[config.mk]
export PLATFORM = sky130hd
export DESIGN_NAME = ps2_mouse_tracker
export DESIGN_NICKNAME = d
export VERILOG_FILES = /design/src/rtl/ps2_mouse_tracker.sv
export SDC_FILE = /design/constraint.sdc
export NUM_CORES = 1
export LEC_CHECK = 0
export ABC_AREA = 1
export CAP_MARGIN = 20
export CORE_MARGIN = 3
export CORE_UTILIZATION = 40
export DETAILED_ROUTE_END_ITERATION = 7
export HOLD_SLACK_MARGIN = 0.15
export PLACE_DENSITY = 0.62
export RECOVER_POWER = 100
export SYNTH_ARGS = -nofsm -noshare
export SYNTH_HDL_FRONTEND = slang
export SYNTH_SLANG_ARGS = --single-unit
[constraint.sdc]
create_clock -name clk -period 2.7 [get_ports clk]
set_clock_uncertainty 0.15 [all_clocks]
set_input_delay 0.405 -clock clk [delete_from_list [all_inputs] [get_ports clk]]
set_output_delay 0.405 -clock clk [all_outputs]
set_load 0.02 [all_outputs]
[src/rtl/ps2_mouse_tracker.sv]
// ps2_mouse_tracker
//   Decodes the standard 3-byte PS/2 mouse stream and keeps a clamped cursor
//   position plus the left/right button state.
//
//   Ports
//     clk        system clock; all state changes on its rising edge
//     reset      asynchronous active-low reset
//     ps2_clk    raw PS/2 clock from the mouse (asynchronous to clk)
//     ps2_data   raw PS/2 data from the mouse (asynchronous to clk)
//     mouse_x    cursor x, 0..X_MAX
//     mouse_y    cursor y, 0..Y_MAX, screen-down positive
//     btn_l      left button from the last applied packet
//     btn_r      right button from the last applied packet
//     pkt_valid  one-cycle pulse when a packet updates the outputs
//     frame_err  one-cycle pulse on a parity or stop-bit error
module ps2_mouse_tracker #(
    parameter int unsigned X_MAX       = 639,
    parameter int unsigned Y_MAX       = 479,
    parameter int unsigned X_INIT      = 320,
    parameter int unsigned Y_INIT      = 240,
    parameter int unsigned TIMEOUT_CYC = 50000
) (
    input  logic       clk,
    input  logic       reset,
    input  logic       ps2_clk,
    input  logic       ps2_data,
    output logic [9:0] mouse_x,
    output logic [9:0] mouse_y,
    output logic       btn_l,
    output logic       btn_r,
    output logic       pkt_valid,
    output logic       frame_err
);

    localparam int unsigned ToW = $clog2(TIMEOUT_CYC + 1);
    localparam logic [ToW-1:0] ToLast = ToW'(TIMEOUT_CYC - 1);
    localparam logic signed [11:0] XMaxS = 12'(X_MAX);
    localparam logic signed [11:0] YMaxS = 12'(Y_MAX);

    typedef enum logic [1:0] {StIdle, StData, StParity, StStop} state_e;

    // Synchronizers; ps2_clk_last_q holds the previous synchronized clock
    // so a falling edge is last=1, sync=0.
    logic ps2_clk_meta_q, ps2_clk_sync_q, ps2_clk_last_q;
    logic ps2_data_meta_q, ps2_data_sync_q;
    logic fall;

    always_ff @(posedge clk or negedge reset) begin
        if (!reset) begin
            ps2_clk_meta_q  <= 1'b1;
            ps2_clk_sync_q  <= 1'b1;
            ps2_clk_last_q  <= 1'b1;
            ps2_data_meta_q <= 1'b1;
            ps2_data_sync_q <= 1'b1;
        end else begin
            ps2_clk_meta_q  <= ps2_clk;
            ps2_clk_sync_q  <= ps2_clk_meta_q;
            ps2_clk_last_q  <= ps2_clk_sync_q;
            ps2_data_meta_q <= ps2_data;
            ps2_data_sync_q <= ps2_data_meta_q;
        end
    end

    assign fall = ps2_clk_last_q & ~ps2_clk_sync_q;

    // Frame / packet state
    state_e         state_q;
    logic [2:0]     bit_cnt_q;
    logic [7:0]     shift_q;
    logic           parity_q;
    logic [1:0]     byte_cnt_q;
    logic [ToW-1:0] to_cnt_q;

    // Fields captured from bytes 0 and 1 of the packet in progress
    logic       pend_l_q, pend_r_q;
    logic       x_sign_q, y_sign_q, x_ovf_q, y_ovf_q;
    logic [7:0] byte1_q;

    logic              parity_ok;
    logic              busy;
    logic signed [11:0] dx, dy, x_sum, y_sum;
    logic [9:0]        x_next, y_next;

    assign parity_ok = ^{shift_q, parity_q};
    assign busy      = (state_q != StIdle) || (byte_cnt_q != 2'd0);

    // Position update; shift_q holds byte 2 while the stop bit is sampled.
    always_comb begin
        dx = 12'sd0;
        dy = 12'sd0;
        if (!x_ovf_q) dx = {{4{x_sign_q}}, byte1_q};
        if (!y_ovf_q) dy = {{4{y_sign_q}}, shift_q};
        x_sum = $signed({2'b00, mouse_x}) + dx;
        y_sum = $signed({2'b00, mouse_y}) - dy;

        if (x_sum < 12'sd0)      x_next = 10'd0;
        else if (x_sum > XMaxS)  x_next = XMaxS[9:0];
        else                     x_next = x_sum[9:0];

        if (y_sum < 12'sd0)      y_next = 10'd0;
        else if (y_sum > YMaxS)  y_next = YMaxS[9:0];
        else                     y_next = y_sum[9:0];
    end

    always_ff @(posedge clk or negedge reset) begin
        if (!reset) begin
            state_q    <= StIdle;
            bit_cnt_q  <= 3'd0;
            shift_q    <= 8'd0;
            parity_q   <= 1'b0;
            byte_cnt_q <= 2'd0;
            to_cnt_q   <= '0;
            pend_l_q   <= 1'b0;
            pend_r_q   <= 1'b0;
            x_sign_q   <= 1'b0;
            y_sign_q   <= 1'b0;
            x_ovf_q    <= 1'b0;
            y_ovf_q    <= 1'b0;
            byte1_q    <= 8'd0;
            mouse_x    <= 10'(X_INIT);
            mouse_y    <= 10'(Y_INIT);
            btn_l      <= 1'b0;
            btn_r      <= 1'b0;
            pkt_valid  <= 1'b0;
            frame_err  <= 1'b0;
        end else begin
            pkt_valid <= 1'b0;
            frame_err <= 1'b0;
            if (fall) begin
                to_cnt_q <= '0;
                unique case (state_q)
                    StIdle: begin
                        // A high start bit is noise; stay idle.
                        if (!ps2_data_sync_q) begin
                            state_q   <= StData;
                            bit_cnt_q <= 3'd0;
                        end
                    end
                    StData: begin
                        shift_q   <= {ps2_data_sync_q, shift_q[7:1]};
                        bit_cnt_q <= bit_cnt_q + 3'd1;
                        if (bit_cnt_q == 3'd7) state_q <= StParity;
                    end
                    StParity: begin
                        parity_q <= ps2_data_sync_q;
                        state_q  <= StStop;
                    end
                    StStop: begin
                        state_q <= StIdle;
                        if (!parity_ok || !ps2_data_sync_q) begin
                            frame_err  <= 1'b1;
                            byte_cnt_q <= 2'd0;
                        end else begin
                            case (byte_cnt_q)
                                2'd0: begin
                                    // Bit 3 is always set in a real header;
                                    // anything else means we are out of sync.
                                    if (shift_q[3]) begin
                                        pend_l_q   <= shift_q[0];
                                        pend_r_q   <= shift_q[1];
                                        x_sign_q   <= shift_q[4];
                                        y_sign_q   <= shift_q[5];
                                        x_ovf_q    <= shift_q[6];
                                        y_ovf_q    <= shift_q[7];
                                        byte_cnt_q <= 2'd1;
                                    end
                                end
                                2'd1: begin
                                    byte1_q    <= shift_q;
                                    byte_cnt_q <= 2'd2;
                                end
                                2'd2: begin
                                    mouse_x    <= x_next;
                                    mouse_y    <= y_next;
                                    btn_l      <= pend_l_q;
                                    btn_r      <= pend_r_q;
                                    pkt_valid  <= 1'b1;
                                    byte_cnt_q <= 2'd0;
                                end
                                default: byte_cnt_q <= 2'd0;
                            endcase
                        end
                    end
                    default: state_q <= StIdle;
                endcase
            end else if (busy) begin
                if (to_cnt_q == ToLast) begin
                    state_q    <= StIdle;
                    byte_cnt_q <= 2'd0;
                    to_cnt_q   <= '0;
                end else begin
                    to_cnt_q <= to_cnt_q + 1'b1;
                end
            end else begin
                to_cnt_q <= '0;
            end
        end
    end

endmodule
==> out/qor_table.md <==
| Parameter | Value |
|:---|:---|
| Via/cell ratio | 4.96 |
| Dominant cells by area after synthesis | sky130_fd_sc_hd__dfrtp_1 (35%), sky130_fd_sc_hd__nand2_1 (16%), sky130_fd_sc_hd__ha_1 (8.1%) |
| TritonCTS clock tree | done |
| Switching share of power | 38.4% |
| Synth Instances | 606 |
| Overall die area | 12900 µm² |
| X dimension of the die | 114 µm |
| WS Path Type | flop to flop |
| Total Routing Usage GR | 16.8% |
| CTS sink count | 75 |
| Effective utilization at floorplan | 41.8% |
| DRC violation total after the first TritonRoute iteration | 244 |
| Final standard cell count with taps included and fillers excluded | 799 |
| Port buffer count | 27 |
| Drt wl/cell | 12.8 µm |
| Library cells used by synthesis | 40 |
| TritonRoute pass-1 iters | 5 |
| Internal portion of total power | 2.80 mW |
| Final clock period utilization by the worst path | 93.9% |
| Sum of net half-perimeters after detailed placement | 7560 µm |
| H-tree depth reported by CTS | 3 |
| Final Util | 49.8% |
| Syn Area/Cell | 7.63 µm² |
| Deepest clock path buffer count | 2 |
| Routed via count | 3967 |
| Final max-slew violation count | 0 |
| Sequential group share of total power | 29.6% |
| Mapped Area | 4630 µm² |
| Setup slack at placement | -91.3 ps |
| Count of standard-cell rows | 38 |
| Worst-Skew Late Latency | 340 ps |
| Cell leakage power | 2.84 nW |
| Proportion of synthesized flip-flops having asynchronous set or reset | 100% |
| Total clock buffers created by CTS | 9 |
| Crit path required time | 2770 ps |
| Number of remaining DRC errors | 0 |
| Die boundary height | 114 µm |
| Number of synthesis warnings | 0 |
| Maximum fanout count along the critical path | 5 |
| Arr. time, crit path | 2610 ps |
| Timing-limited maximum frequency | 394 MHz |
| Path category of the worst min-delay check | flop to flop |
| Mapped Nets | 642 |
| Most used flip-flop cell after synthesis | sky130_fd_sc_hd__dfrtp_1 |
| Maximum number of pins on one net before global-route repair | 76 |
| Element type at the critical path end | flop |
| # IOs | 28 |
| Ranking of synthesized cells by instance count | sky130_fd_sc_hd__nand2_1 (202), sky130_fd_sc_hd__inv_1 (76), sky130_fd_sc_hd__dfrtp_1 (64) |
| Minimum clock period after layout | 2540 ps |
| Total placed cells including tap cells | 778 |
| Share of cells above drive strength 1 | 12.1% |
| WHS | 204 ps |
| Clock-pin slew on the worst setup and hold paths | 60 ps |
| Wirelength, routed | 10200 µm |
| Least-Margin Pin Slew | 951 ps |
| Number of synthesized flops with an enable pin | 0 |
| Number of nets at the end of the flow | 690 |
| Final instance area | 5510 µm² |
| Part of the total power dissipated in the clock network | 28.5% |
| Worst vdd ir | 0.000460 V |
| Relative area change from synthesis to final layout | 19.2% |
| Number of max-cap violations | 0 |
| Fin worst setup slack | 165 ps |
| Number of synthesized register bits | 75 |
| Cell Area, Placed | 5110 µm² |
| Root buffer cell | sky130_fd_sc_hd__clkbuf_16 |
| Fraction of synthesized cell area taken by the top area cell type | 34.6% |
| Wire length of the first global-routing pass | 17700 µm |
| Area of the core region | 11100 µm² |
| Number of antenna diodes | 0 |
| Worst setup SP type | flop |
| Overall power | 4.55 mW |
| Library cell with the highest instance count after synthesis | sky130_fd_sc_hd__nand2_1 |
| Vias in the first global route | 3820 |
| Post-DRT Antenna Nets | 0 |
| Overflow left after global routing | 0 |
| Power density relative to cell area | 825 nW/µm² |
| Final weighted congestion in routability-driven placement | 0.914 |
| Worst slew slack as a fraction of its limit | 36.6% |
| Outcome | finished, final reports clean |
| Number of setup violations in the final report | 0 |
| Initial antenna violation count | 0 |
| Cell type with the largest total area after synthesis | sky130_fd_sc_hd__dfrtp_1 |
| Final count of hold timing violations | 0 |
| Sw power | 1.75 mW |
| Sequential cell area fraction in the yosys report | 40.9% |
| Setup Total Neg Slack | 0 ps |
| Share of power burned in combinational logic | 41.9% |
layout by cell type (no fill, tap or decap), types with 3 or more instances in the layout:
master | Yosys | final
sky130_fd_sc_hd__nand3b_1 | 4 | 4
sky130_fd_sc_hd__inv_1 | 76 | 73
sky130_fd_sc_hd__o21ai_1 | 1 | 5
sky130_fd_sc_hd__a21oi_1 | 20 | 19
sky130_fd_sc_hd__dfrtp_1 | 64 | 64
sky130_fd_sc_hd__o21ai_2 | 13 | 4
sky130_fd_sc_hd__inv_2 | 1 | 3
sky130_fd_sc_hd__dlygate4sd3_1 | 0 | 27
sky130_fd_sc_hd__xnor2_1 | 10 | 10
sky130_fd_sc_hd__clkbuf_1 | 2 | 4
sky130_fd_sc_hd__nor2_1 | 55 | 54
sky130_fd_sc_hd__ha_1 | 30 | 24
sky130_fd_sc_hd__nor3_1 | 13 | 13
sky130_fd_sc_hd__nand2_1 | 202 | 194
sky130_fd_sc_hd__nand3_1 | 28 | 25
sky130_fd_sc_hd__nand2_2 | 1 | 10
sky130_fd_sc_hd__xor2_1 | 5 | 5
sky130_fd_sc_hd__buf_4 | 1 | 12
sky130_fd_sc_hd__ha_4 | 0 | 3
sky130_fd_sc_hd__clkbuf_16 | 0 | 9
sky130_fd_sc_hd__nor2_2 | 1 | 3
sky130_fd_sc_hd__o21bai_1 | 3 | 3
sky130_fd_sc_hd__or2_2 | 3 | 3
sky130_fd_sc_hd__o21ai_0 | 31 | 36
sky130_fd_sc_hd__ha_2 | 0 | 3
sky130_fd_sc_hd__dfstp_2 | 11 | 10
sky130_fd_sc_hd__nand3_2 | 1 | 3
sky130_fd_sc_hd__nand4_1 | 6 | 6
timing repair:
| item | in CTS | in global routing |
|---|---|---|
| cloned | 0 | 0 |
| endpoints found under the setup margin | 6 | 19 |
| pin swaps | 0 | 15 |
| gates resized for setup | 4 | 32 |
| hold buffers | 1 | 0 |
| buffers inserted | 0 | 4 |
| hold endpoints to repair | 64 | 0 |
final timing paths:
check,startpoint,endpoint,slack [ps],depth (start not counted)
max in group asynchronous,reset,mouse_y[8],1180,2
worst min-delay path,ps2_data_meta_q,ps2_data_sync_q,200,0
worst min register to register,ps2_data_meta_q,ps2_data_sync_q,200,0
worst max-delay path,y_ovf_q,mouse_y[8],160,18
min in group asynchronous,reset,to_cnt_q[6],590,2
worst max register to register,y_ovf_q,mouse_y[8],160,18
sequential cells by signal (all words and copies together), names as in the netlist, 2 cells and up:
signal      count
byte1_q         8
state_q         2
mouse_x        10
byte_cnt_q      2
mouse_y        10
shift_q         8
to_cnt_q       16
bit_cnt_q       3
kinds of logic after synthesis:
logic type	synth area share, %
buf+inv	7.25
simple gates	29.8
fa+ha+maj	8.98
xor+xnor	2.84
flops	40.9
compound gates	10.3
layer usage:
metal | part of all wire (%) | wire [µm] | vias up | GRT usage, %
met1 | 47 | 4780 | 1838 | 22.2
met2 | 48 | 4890 | 77 | 27.1
met5 | 0 | 0 | - | 0
met3 | 3.9 | 397 | 15 | 4.62
met4 | 1.5 | 157 | 0 | 5.21
li1 | - | - | 2037 | -
worst max-delay path, stage by stage, from the launching register on:
cell	delay (ps)
sky130_fd_sc_hd__dfrtp_1	420
sky130_fd_sc_hd__nor2_2	110
sky130_fd_sc_hd__ha_2	180
sky130_fd_sc_hd__inv_2	50
sky130_fd_sc_hd__fa_2	370
sky130_fd_sc_hd__nand3_2	100
sky130_fd_sc_hd__nand3_4	80
sky130_fd_sc_hd__nand2_2	90
sky130_fd_sc_hd__nand2_2	60
sky130_fd_sc_hd__nand2_2	70
sky130_fd_sc_hd__nand2_2	60
sky130_fd_sc_hd__nand2_2	60
sky130_fd_sc_hd__nand2_1	50
sky130_fd_sc_hd__nor2_2	150
sky130_fd_sc_hd__nand2_2	120
sky130_fd_sc_hd__nand2_4	120
sky130_fd_sc_hd__nand2_1	60
sky130_fd_sc_hd__nand2_1	70
sky130_fd_sc_hd__nand2_1	50
final cells by class:
cell class,instances,area (µm²)
fill,1084,5560
timing repair buffer,43,375
sequential,75,1890
multi-input combinational,447,2450
clock buffer,10,239
clock inverter,6,86.3
tap,140,175
inverter,78,295
power groups by stage:
stage	logic (mW)	registers, mW	clock network (mW)
floorplan	1.32	1.35	0
global placement	1.72	1.36	0
finish	1.90	1.35	1.30
detailed placement	1.74	1.37	0
CTS	1.78	1.35	1.34
global route	2.19	1.36	1.39
Note: power is estimated with default switching activity, not from simulation.
